===== src/rtl/free_list.sv =====
// Circular free list of physical register tags: hands tags to rename from the head,
// takes retired tags back at the tail, and rolls the head back to per-branch checkpoints.
module free_list #(
  parameter int PHYS_REG_NUM = 64,
  parameter int ARCH_REG_NUM = 32,
  parameter int BRANCH_NUM   = 4
) (
  input  logic                                          clk,
  input  logic                                          rst,
  input  logic                                          alloc_req,
  output logic                                          alloc_grant,
  output logic [$clog2(PHYS_REG_NUM)-1:0]               alloc_reg,
  output logic                                          empty,
  output logic [$clog2(PHYS_REG_NUM-ARCH_REG_NUM+1)-1:0] free_count,
  input  logic                                          reclaim_valid,
  input  logic [$clog2(PHYS_REG_NUM)-1:0]               reclaim_reg,
  input  logic                                          checkpoint_valid,
  input  logic [$clog2(BRANCH_NUM)-1:0]                 checkpoint_id,
  input  logic                                          restore_valid,
  input  logic [$clog2(BRANCH_NUM)-1:0]                 restore_id,
  output logic                                          overflow_err
);

  localparam int DEPTH = PHYS_REG_NUM - ARCH_REG_NUM;
  localparam int PW    = $clog2(PHYS_REG_NUM);
  localparam int DW    = $clog2(DEPTH);
  localparam int CW    = $clog2(DEPTH + 1);

  logic [PW-1:0] entry_q [DEPTH];
  logic [DW-1:0] head_q, head_d;
  logic [DW-1:0] tail_q, tail_d;
  logic [CW-1:0] count_q, count_d;
  logic [DW-1:0] ckpt_q [BRANCH_NUM];
  logic [DW-1:0] ckpt_d [BRANCH_NUM];
  logic          overflow_q, overflow_d;

  logic          full;
  logic          reclaim_accept;
  logic [DW-1:0] head_inc;
  logic [DW-1:0] ckpt_sel;
  logic [CW-1:0] restore_dist;

  // DEPTH need not be a power of two, so pointers wrap explicitly.
  function automatic logic [DW-1:0] wrap_inc(input logic [DW-1:0] ptr);
    return (ptr == DW'(DEPTH - 1)) ? '0 : ptr + DW'(1);
  endfunction

  assign full           = (count_q == CW'(DEPTH));
  assign empty          = (count_q == '0);
  assign free_count     = count_q;
  assign alloc_reg      = entry_q[head_q];
  assign alloc_grant    = alloc_req & ~empty & ~restore_valid;
  assign reclaim_accept = reclaim_valid & ~full;
  assign overflow_err   = overflow_q;
  assign head_inc       = wrap_inc(head_q);
  assign ckpt_sel       = ckpt_q[restore_id];

  // Wrong-path tag count: head distance past the snapshot, modulo DEPTH.
  always_comb begin
    if (head_q >= ckpt_sel) restore_dist = CW'(head_q - ckpt_sel);
    else                    restore_dist = CW'(head_q) + CW'(DEPTH) - CW'(ckpt_sel);
  end

  always_comb begin
    // NOTE: every next-state signal gets a default first so no path leaves it unassigned (no latches).
    head_d     = head_q;
    tail_d     = tail_q;
    ckpt_d     = ckpt_q;
    overflow_d = overflow_q | (reclaim_valid & full);
    count_d    = count_q - CW'(alloc_grant) + CW'(reclaim_accept);

    if (restore_valid) begin
      head_d  = ckpt_sel;
      count_d = count_d + restore_dist;
    end else begin
      if (alloc_grant)      head_d = head_inc;
      if (checkpoint_valid) ckpt_d[checkpoint_id] = alloc_grant ? head_inc : head_q;
    end

    if (reclaim_accept) tail_d = wrap_inc(tail_q);
  end

  always_ff @(posedge clk) begin
    if (rst) begin
      // NOTE: the tag storage is reset as well, because the list must come up holding the unmapped tags.
      for (int i = 0; i < DEPTH; i++) entry_q[i] <= PW'(ARCH_REG_NUM + i);
      for (int b = 0; b < BRANCH_NUM; b++) ckpt_q[b] <= '0;
      head_q     <= '0;
      tail_q     <= '0;
      count_q    <= CW'(DEPTH);
      overflow_q <= 1'b0;
    end else begin
      // NOTE: sequential state uses non-blocking assignments so all registers update from pre-edge values.
      head_q     <= head_d;
      tail_q     <= tail_d;
      count_q    <= count_d;
      ckpt_q     <= ckpt_d;
      overflow_q <= overflow_d;
      if (reclaim_accept) entry_q[tail_q] <= reclaim_reg;
    end
  end

endmodule


===== config.mk =====
export PLATFORM = sky130hd
export DESIGN_NAME = free_list
export DESIGN_NICKNAME = d
export VERILOG_FILES = /design/src/rtl/free_list.sv
export SDC_FILE = /design/constraint.sdc
export NUM_CORES = 1
export LEC_CHECK = 0
export ABC_AREA = 1
export CORE_AREA = 2 2 200 202
export DETAILED_ROUTE_END_ITERATION = 7
export DIE_AREA = 0 0 202 204
export DONT_BUFFER_PORTS = 1
export SLEW_MARGIN = 20
export SYNTH_ARGS = -nofsm -noshare
export SYNTH_HDL_FRONTEND = slang
export SYNTH_SLANG_ARGS = --single-unit

===== constraint.sdc =====
create_clock -name clk -period 8.25 [get_ports clk]
set_clock_uncertainty 0.05 [all_clocks]
set_input_delay 1.2375 -clock clk [delete_from_list [all_inputs] [get_ports clk]]
set_output_delay 1.2375 -clock clk [all_outputs]
set_load 0.02 [all_outputs]

# Word-level counts from Yosys, hierarchy flattened
# Memories as Yosys holds them, arrays and structs flattened. A register that Yosys moved wholly into a read port is not among the register bits.
# Cells that the tools add are included.
[totals] mem_bits_ro=0 n_memories=1 output_inout_bits=15 regBits=37 input_bits=16 latch_bits=0 wordCells=59 mem_bits_rw=192
[memory_table] name="entry_q" words=32 width=6 read_ports=1 rd_ports_with_merged_regs=1 wr=32 line="29" rtl="logic [PW-1:0] entry_q [DEPTH];"
[classes] multipliers=0 n_eq_ne=3 addsub=8 magnitude_cmp=4 n_bitwise=10 n_mux=21 n_reduce_logical=4 shift=0 div_mod_pow=0
[ops] operator="5-bit 2-to-1 mux" count=9
[ops] operator="20-bit bitwise mux" count=1
[ops] operator="6-bit 2-to-1 mux" count=3
[ops] operator="5-bit by 1-bit adder with 5-bit output (second input constant)" count=2
[ops] operator="5-bit binary-select mux with 2-bit select" count=1
[ops] operator="5-bit demux with 2-bit select" count=1
[ops] operator="5-bit == test (second input constant)" count=2
[ops] operator="5-bit by 6-bit adder with 6-bit output (second input constant)" count=1
[ops] operator="6-bit by 1-bit adder with 6-bit output" count=1
[ops] operator="6-bit adder" count=1
[ops] operator="6-bit == test (second input constant)" count=1
[ops] operator="3-bit greater-or-equal comparator (second input constant)" count=2
[ops] operator="6-bit zero test" count=1
[ops] operator="1-bit 2-to-1 mux" count=6
[ops] operator="2-bit inverter with 3-bit output" count=2
[ops] operator="6-bit OR reduction" count=1
[ops] operator="5-bit by 5-bit subtractor with 6-bit output" count=1
[ops] operator="6-bit by 1-bit subtractor with 6-bit output" count=1
[ops] operator="6-bit by 5-bit subtractor with 6-bit output" count=1
[ops] operator="5-bit greater-or-equal comparator" count=1
[ops] operator="1-bit AND" count=4
[ops] operator="3-bit by 1-bit less-than comparator with 1-bit output (second input constant)" count=1
[ops] operator="1-bit inverter" count=3
[ops] operator="2-bit AND reduction" count=1
[ops] operator="other kinds (2)" count=2

# Depth between registers and ports, before layout
# Gate-level depths: netlist of the first run.
[logic_depth] word_depth=8 mapped_depth=22 depth_no_buf=21

# Worst setup path before layout of the first run
# No wires, ideal clock.
[synth_timing] kind="input -> register" from="in restore_valid" to="reg count_q[4], in the netlist free_count[4]" path_stages=14 path_slack_ns=4.418 arrival_ns=3.708 t_required_ns=8.126 setup_ns=0.074 n_path_buf=1 path_cell_list="inv_1 -> nand3_1 -> inv_1 -> buf_2 -> ha_1 -> inv_1 -> ha_1 -> fa_1 -> inv_1 -> fa_1 -> o21ai_0 -> a21oi_1 -> or2_2 -> a31oi_1"
[synth_between] elab_chain_len=6
[synth_rtl] item="start: declaration" line="19" rtl="input logic restore_valid,"
[synth_rtl] item="1-bit inverter (no source line) (*)"
[synth_rtl] item="1-bit AND (*)" line="52" rtl="assign alloc_grant = alloc_req & ~empty & ~restore_valid;"
[synth_rtl] item="via alloc_grant" line="11" rtl="output logic alloc_grant,"
[synth_rtl] item="6-bit by 1-bit subtractor with 6-bit output (*)" line="70" rtl="count_d = count_q - CW'(alloc_grant) + CW'(reclaim_accept);"
[synth_rtl] item="6-bit by 1-bit adder with 6-bit output (*)" line="70"
[synth_rtl] item="6-bit adder" line="74" rtl="count_d = count_d + restore_dist;"
[synth_rtl] item="6-bit 2-to-1 mux (*)" line="72" rtl="if (restore_valid) begin"
[synth_rtl] item="end signal: assignment" line="90" rtl="count_q <= CW'(DEPTH);"
[synth_rtl] item="end signal: assignment" line="96" rtl="count_q <= count_d;"
[synth_rtl] item="end: declaration" line="32" rtl="logic [CW-1:0] count_q, count_d;"
# Mark *: on every way through the listed nets, which the timed path passes. The rest lies on a longest branch.
# A chain may end at the register's enable or synchronous reset.

==> results of run 1 <==
## metal layers
layer | wire length, um | share of wire, % | vias up
met5 | 0 | 0 | -
met4 | 828 | 2.8 | 0
met3 | 2160 | 7.2 | 54
met2 | 14100 | 47 | 322
met1 | 12900 | 43 | 4104
li1 | - | - | 4180
## how the worst max path moves through the flow
| stage | startpoint | to | slack [ps] | cells after the start |
|---|---|---|---|---|
| final | head_q[1] | alloc_reg[2] | 3280 | 9 |
| after floorplan | restore_valid | free_count[4] | 4420 | 14 |
| after CTS | head_q[1] | alloc_reg[2] | 3740 | 9 |
| after global placement | restore_valid | free_count[5] | 4190 | 19 |
| after detailed placement | restore_valid | free_count[4] | 4110 | 13 |
| after global routing | head_q[1] | alloc_reg[2] | 3090 | 9 |
## state kept, by name, summed over array words and instances (netlist names)
register,count
entry_q,192
overflow_err,1
head_q,5
free_count,6
ckpt_q,20
tail_q,5
## tightest hold or removal path, stage by stage, from the launching register on
cell and delay, ps:
dfxtp_1 350, nand2_1 80, a21oi_1 60
## cells by family after synthesis
family	after synthesis	share of synthesized area (%)
fa+ha+maj	29	3.31
flops	229	55.9
buf+inv	221	7.84
xor+xnor	11	0.828
compound gates	228	10.8
simple gates	554	21.4
## power by group
part / switching (uW) / internal, uW
registers: 46.7 / 1300
logic: 467 / 235
clock network: 465 / 613
## cells in the mapped netlist
library cell    n  area, um^2
a21oi_1        54         270
a31o_2          1        8.76
a31oi_1         3        18.8
buf_2          24         120
buf_4           5        37.5
buf_6           4        45.0
clkbuf_1       35         131
clkbuf_2        1        5.00
dfxtp_1        37         741
edfxtp_1      192        5770
fa_1            3        60.1
ha_1           26         325
inv_1         131         492
inv_2          20        75.1
inv_4           1        6.26
nand2_1       261         980
nand2_4         1        11.3
nand2_8         3        60.1
nand3_1        53         265
nand3_2         4        40.0
nand3b_1        1        7.51
nand4_1        10        62.6
nand4_2         1        12.5
nor2_1        188         706
nor2_4         24         270
nor2_8          2        40.0
nor3_1          5        25.0
o211ai_1        8        60.1
o21a_1          1        7.51
o21ai_0       124         621
o21ai_1         5        25.0
o221ai_1       16         140
o22ai_1        15        93.8
o31ai_1         1        7.51
or2_2           1        6.26
xnor2_1         2        17.5
xor2_1          9        78.8
## layout make-up
| cell class | instances | area [um^2] | area share (%) |
|---|---|---|---|
| clock buffer | 34 | 683 | 5.33 |
| clock inverter | 10 | 92.6 | 0.723 |
| inverter | 152 | 573 | 4.47 |
| multi-input combinational | 822 | 4220 | 32.9 |
| sequential | 229 | 6510 | 50.8 |
| tap | 525 | 657 | 5.13 |
| timing repair buffer | 10 | 75.1 | 0.586 |
## per-stage QoR
stage	setup slack (ps)	area [um^2]
2_1_floorplan	4420	11600
6_report	3280	12800
3_3_place_gp	4190	12000
4_1_cts	3740	12800
3_5_place_dp	4110	12000
5_1_grt	3090	12800
==> qor.txt, run 1 <==
Grt peak-use layer - met2
Final period utilization - 60.3%
Number of cells on the worst hold path - 2
Worst R2R Start - free_count[2]
Grt met1 use - 19.9%
Worst-Margin Slew - 1080 ps
1st-iter DRT viols - 865
Worst rel slew slack - 27.6%
Highest clock rate - 201 MHz
Row Count - 73
Final Util - 32.7%
M2 GR Usage - 23.8%
Vias - 8660
Final setup fails - 0
Core Box Area - 39200 um^2
Worst Hold Path EP - tail_q[0]
Setup Crit Path Kind - flip-flop to primary output
Num CTS Buffers - 25
Die width - 202 um
Mapped Area - 11600 um^2
Crit-path cells - buf_4, clkinv_1, nand3_1, nand3_1, nand2_1, a21oi_1, nand2_1, nand2_1, inv_1
Die Area - 41200 um^2
PD cells - 244 nW/um^2
Pwr Total - 3120 uW
Worst setup EP type - primary output
Clock sink total - 229
Dpl hpwl - 19500 um
Grt total ovfl - 0
Via-per-instance ratio - 4.86
Run status - complete, no violations
Final antenna-violating net count - 0
Avg Inst Size Synth - 9.15 um^2
Max stage delay cell, worst path - clkinv_1
Commonest cells after routing, fill and taps aside - nand2_1 (261), edfxtp_1 (192), nor2_1 (188), inv_1 (125), o21ai_0 (124)
Max IR drop VDD - 164 uV
Initial Util - 29.7%
Mapped Nets - 1317
Hold_ws - 482 ps
Worst EP required - 6960 ps
Synth Instances - 1272
Root Buffer - clkbuf_16
Layout cells sized above 1 - 8.35%
Lkg Pwr - 0.00452 uW
RePlAce Congestion - 0.850
Reg2Reg Setup Slack - 4440 ps
# fillers - 4021
Top delay family on crit path - buffers and inverters
Post-Route WL - 30100 um
Global-route wire length before repair - 47000 um
Flops & latches, synth - 229
Largest net degree at the start of global routing - 99
Register area share after synthesis - 55.9%
CTS Hold Buffers Added - 0
Post-CTS setup buffers - 0
Fin. max-slew vios - 0
Placed cell count - 1738
CP Max Fanout - 62
Nets - 1285
DR pass1 iterations - 5
Port bufs - 0
RR Endpoint - free_count[4]
Io pins - 31
Longest Clk Path Bufs - 3
Setup TNS - 0 ps
Tmin final - 4970 ps
Worst r2r path cells - 15
Post-Layout Cell Count - 1782
Total track usage - 14.4%
WP buf/inv - 3
Hold Fails Final Rpt - 0
Hold path start - tail_q[0]
CP max stage delay - 1050 ps
Met3 global-route usage - 2.07%
Diode count - 0
Number of global-route vias before repair - 8324
Hold Path Class - flip-flop to flip-flop
Top cell by count, worst path - nand2_1
Worst EP arrival - 3680 ps
Most common cell after layout, fill and taps aside - nand2_1
RSZ-0062 raised after global routing - false
CTS resizes - 0
Layout area overhead - 10.1%
Synth unique cells - 37
Die Ht - 204 um
Yosys Warn Count - 0
H-tree Lvls - 1
Worst-path clk slew - 60 ps
CTS tree - built
Startpoint types - flip-flop
Drt drc - 0
Clk_lat worst skew - 530 ps
Initial antenna violation count - 0
Wire per inst - 16.9 um
Max-Cap Viols - 0
(Power assumes the default switching activity.)
==> run 2: changes to the inputs <==
==> constraint.sdc (replaced) <==
create_clock -name clk -period 4.51 [get_ports clk]
set_clock_uncertainty 0.05 [all_clocks]
set_input_delay 0.6765 -clock clk [delete_from_list [all_inputs] [get_ports clk]]
set_output_delay 0.6765 -clock clk [all_outputs]
set_load 0.02 [all_outputs]
==> run 2 against run 1 <==
Final cell count up 0.11%. First-iteration DRC count grew 0.23%. Total power increased by 80%. Global-route usage is 0.11 points lower. Sequential power is 84% higher. Critical path type unchanged. Sequential share of layout area rose by 0.11 points. Critical endpoint is now alloc_reg[1]. Highest routed layer unchanged.
==> qor.txt, run 2 (synthesis gave the netlist of run 1 again) <==
Run status - complete, no violations (unchanged)
CTS Hold Buffers Added - 0 (unchanged)
Largest net degree at the start of global routing - 99 (unchanged)
Worst r2r path cells - 20 (was 15)
Layout cells sized above 1 - 8.34% (was 8.35%)
CTS resizes - 0 (unchanged)
Die width - 202 um (unchanged)
Worst rel slew slack - 33.2% (was 27.6%)
Crit-path cells - buf_4, o21ai_0, o221ai_1, nand3_1, nand2_1, nand2_1, inv_1 (was buf_4, clkinv_1, nand3_1, nand3_1, nand2_1, a21oi_1, nand2_1, nand2_1, inv_1)
Wire per inst - 16.5 um (was 16.9 um)
Diode count - 0 (unchanged)
Fin. max-slew vios - 0 (unchanged)
Total track usage - 14.3% (was 14.4%)
CP Max Fanout - 98 (was 62)
Root Buffer - clkbuf_16 (unchanged)
Core Box Area - 39200 um^2 (unchanged)
Nets - 1287 (was 1285)
Worst-Margin Slew - 1000 ps (was 1080 ps)
Clock sink total - 229 (unchanged)
Io pins - 31 (unchanged)
Most common cell after layout, fill and taps aside - nand2_1 (unchanged)
Max-Cap Viols - 0 (unchanged)
Worst-path clk slew - 60 ps (about the same)
Hold Path Class - input pin to flip-flop (was flip-flop to flip-flop)
Pwr Total - 5630 uW (was 3120 uW)
Dpl hpwl - 19000 um (was 19500 um)
CP max stage delay - 770 ps (was 1050 ps)
Initial antenna violation count - 0 (unchanged)
Clk_lat worst skew - 530 ps (about the same)
Drt drc - 0 (unchanged)
Final setup fails - 0 (unchanged)
RSZ-0062 raised after global routing - false (unchanged)
Port bufs - 0 (unchanged)
Worst EP arrival - 2870 ps (was 3680 ps)
Lkg Pwr - 0.00452 uW (about the same)
Number of flip-flops in the largest register - 192 (unchanged)
Via-per-instance ratio - 4.85 (was 4.86)
Layout area overhead - 9.82% (was 10.1%)
Clk pwr share - 33.4% (was 34.5%)
RePlAce Congestion - 0.857 (was 0.850)
P_int - 3820 uW (was 2150 uW)
Number of cells on the worst hold path - 1 (was 2)
Post-Route WL - 29500 um (was 30100 um)
Hold Fails Final Rpt - 0 (unchanged)
CTS tree - built (unchanged)
Largest reg by FF count - entry_q (unchanged)
Row Count - 73 (unchanged)
Max IR drop VDD - 296 uV (was 164 uV)
Number of global-route vias before repair - 8447 (was 8324)
Seq pwr share - 43.7% (was 43.0%)
Vias - 8648 (was 8660)
PD cells - 441 nW/um^2 (was 244 nW/um^2)
Num CTS Buffers - 25 (unchanged)
Post-CTS setup buffers - 0 (unchanged)
Switch share - 32.1% (was 31.3%)
Setup Crit Path Kind - flip-flop to primary output (unchanged)
Commonest cells after routing, fill and taps aside - nand2_1 (261), edfxtp_1 (192), nor2_1 (188), inv_1 (126), o21ai_0 (124) (was nand2_1 (261), edfxtp_1 (192), nor2_1 (188), inv_1 (125), o21ai_0 (124))
Initial Util - 29.7% (unchanged)
Final antenna-violating net count - 0 (unchanged)
Startpoint types - flip-flop (unchanged)
Comb power frac - 23.0% (was 22.5%)
H-tree Lvls - 1 (unchanged)
DR pass1 iterations - 5 (unchanged)
Max stage delay cell, worst path - buf_4 (was clkinv_1)
Die Area - 41200 um^2 (unchanged)
Worst setup EP type - primary output (unchanged)
Tmin final - 3600 ps
Highest clock rate - 278 MHz
Final period utilization - 79.8%
Top cell by count, worst path - nand2_1 (unchanged)
Worst EP required - 3780 ps (was 6960 ps)
Longest Clk Path Bufs - 3 (unchanged)
Sw Pwr - 1810 uW (was 978 uW)
Global-route wire length before repair - 46600 um (was 47000 um)
Setup TNS - 0 ps (unchanged)
Grt total ovfl - 0 (unchanged)
1st-iter DRT viols - 867 (was 865)
Die Ht - 204 um (unchanged)
# fillers - 4031 (was 4021)
-- run 2: cell count changes in the layout (fill, tap and decap cells not counted) --
cell,change
bufinv_16,-1
clkbuf_8,-2
inv_4,-1
clkinv_1,+3
inv_2,+1
inv_1,+1
clkbuf_1,-2
clkinv_2,+1
buf_4,+2
clkbuf_4,-1
inv_8,+1
-- run 2: worst paths after layout --
path	endpoint	from	slack [ps]
max reg2reg	free_count[5]	free_count[2]	970
max	alloc_reg[1]	head_q[0]	910
min	free_count[3]	restore_valid	200
min reg2reg	ckpt_q[6]	ckpt_q[6]	490
-- run 2: layout make-up --
type / instances / area [um^2] / share of cell area (%)
clock buffers: 29 / 641 / 5.01
inverters: 152 / 573 / 4.48
repair buffers: 12 / 90.1 / 0.705
multi-input cells: 822 / 4220 / 33.0
clock inverters: 15 / 91.3 / 0.715
flip-flops and latches: 229 / 6510 / 50.9
well taps: 525 / 657 / 5.14
-- run 2: layer usage --
| layer | vias to the layer above | part of all wire (%) | track usage, % |
|---|---|---|---|
| met5 | - | 0 | 0 |
| met4 | 0 | 2.8 | 3.97 |
| met3 | 52 | 7.6 | 2.23 |
| met2 | 317 | 46 | 23.7 |
| met1 | 4094 | 43 | 19.5 |
| li1 | 4185 | - | - |
-- run 2: through the flow --
step | worst slack, ps | area, um^2 | utilization (%) | std cells | hold slack, ps
final | 910 | 12800 | 32.6 | 1784 | 196
after global routing | 706 | 12800 | 32.6 | 1784 | 179
after CTS | 932 | 12800 | 32.6 | 1784 | 177
after detailed placement | 983 | 12000 | 30.8 | 1740 | 477
after global placement | 1040 | 12000 | 30.8 | 1740 | 468
after floorplan | 1150 | 11600 | - | 1272 | 437
-- run 2: critical path, delay by kind of cell (launching register included) --
kind / cells / cell delay (ps)
buf+inv: 2 / 950
flops: 1 / 350
simple gates: 3 / 420
compound gates: 2 / 610
-- run 2: power groups by stage --
stage	registers (uW)	clock network [uW]	logic, uW
2_1_floorplan	2480	0	1010
3_3_place_gp	2500	0	1260
3_5_place_dp	2500	0	1280
4_1_cts	2460	1910	1290
5_1_grt	2470	1990	1450
6_report	2460	1880	1290
==> variant, RTL diff (settings of run 2) <==
Set the parameter `BRANCH_NUM` to 8 (it was 4).
--- a/src/rtl/free_list.sv
+++ b/src/rtl/free_list.sv
@@ -3,7 +3,7 @@
 module free_list #(
   parameter int PHYS_REG_NUM = 64,
   parameter int ARCH_REG_NUM = 32,
-  parameter int BRANCH_NUM   = 4
+  parameter int BRANCH_NUM   = 8
 ) (
   input  logic                                          clk,
   input  logic                                          rst,
Ports: changed (resized checkpoint_id and restore_id); port bits go from 31 to 33. The function was not compared with the original's and may differ.
==> variant against run 2 <==
- die area is the same
- design area grew 8.9%
- via count grew 9.5%
- first-iteration DRC count shrank 13%
- clock power grew 19%
- non-clock buffer count shrank 1
- area after synthesis grew 8.9%
- sequential power grew 7%
- total power grew 12%
- routed wire length grew 7.6%
- utilization grew 2.9 points
- sequential cell count grew 20
- setup slack lost 0.069 ns
- largest cell class unchanged
==> variant: results (changes against run 2) <==
Run status
  – Run status: complete, no violations

Final layout
  – Final cell count without fillers: 1932 (+8.3%)
  – Total Nets Final: 1436 (+12%)
  – Layout cell share with drive strength beyond 1: 0.09382 (+0.01042)

Logic synthesis
  – Top post-synthesis cells by area: edfxtp_1, dfxtp_1, nand2_1
  – Sequential area share after synthesis: 0.5450 (-0.01400)
  – Syn Area/Cell: 8.912 sq um (-2.6%)
  – Cell types with the highest counts after synthesis: nand2_1, nor2_1, edfxtp_1
  – Number of nets produced by synthesis: 1470 (+12%)

Clock tree
  – TritonCTS buffer count: 27 (+8.0%)

Pwr
  – Worst supply voltage drop on vdd: 0.2951 mV (-0.16%)
  – Standby leakage power: 5.049 nW (+12%)

Place
  – Final Wtd Congestion: 0.8157 (-4.9%)
  – Post-DP Area: 13040 sq um (+8.2%)
  – Post-detail-place hpwl: 20.53 mm (+8.0%)
  – Total placed cells including tap cells: 1884 (+8.3%)
  – Setup slack at placement: 0.8506 ns (-0.1323 ns)

Setup path
  – Depth of the worst register-to-register path: 21 (+5.0%)
  – Data arrival time at the worst-slack endpoint: 2.94 ns (+0.07 ns)
  – R2R Setup Slk: 0.84 ns (-0.13 ns)

Routing
  – Violation count after the first detailed-routing iteration: 754 (-13%)
  – Vias after detailed routing: 9468 (+9.5%)
  – Wirelength per Cell: 16.41 um (-0.68%)

Global routing
  – Global-route wire length before repair: 50.07 mm (+7.4%)
  – GRT Resource Usage Total: 0.1534 (+0.01000)
  – Number of global-route vias before repair: 9097 (+7.7%)

STA
  – Relative slew slack: 0.3279 (-0.003749)
==> variant: worst max-delay path, stage by stage (launching register included) <==
cell	delay, ns
dfxtp_2	0.35
buf_4	0.73
o21ai_0	0.21
o22ai_1	0.25
o21ai_0	0.16
nor2_1	0.14
nor2_1	0.05
nor2_1	0.43
==> variant: logic make-up (layout without fill, tap and decap cells) <==
logic type | count (synthesis) | in the layout | synth area share
buffers and inverters | 263 | 248 | 0.08600
AND/OR/NAND/NOR | 579 | 579 | 0.2050
AO/OA/AOI/OAI | 290 | 290 | 0.1250
adder cells (fa/ha/maj) | 30 | 30 | 0.03140
flip-flops | 249 | 249 | 0.5450
XOR/XNOR | 11 | 11 | 0.007603
==> variant: worst max path at each step <==
stage               endpoint  slack, ns  depth (start not counted)
5_1_grt        free_count[5]       0.47                         20
3_5_place_dp   free_count[5]       0.85                         20
6_report        alloc_reg[5]       0.84                          7
2_1_floorplan  free_count[4]       1.15                         14
3_3_place_gp   free_count[5]       0.94                         20
4_1_cts         alloc_reg[5]       0.83                          7
==> variant: cell type report <==
type	instances	area [sq um]
tap	525	656.9
clock inverter	18	192.7
multi-input combinational	910	4676
sequential	249	6909
clock buffer	30	686.9
fill	3991	25270
timing repair buffer	11	82.58
inverter	189	713.2
==> variant: per-layer routing <==
layer	global-route usage	routed length, um	vias up
met2	0.2757	15860	286
li1	-	-	4648
met3	0.02041	1770	68
met4	0.05305	958	0
met1	0.1888	13110	4466
met5	0	0	-
==> variant: power by group <==
part	switching, W	leakage [nW]	total (W)	internal (W)
Clock	0.000919	0.427	0.00224	0.00132
Sequential	0.0000899	2.05	0.00264	0.00255
Combinational	0.000938	2.57	0.00141	0.000472
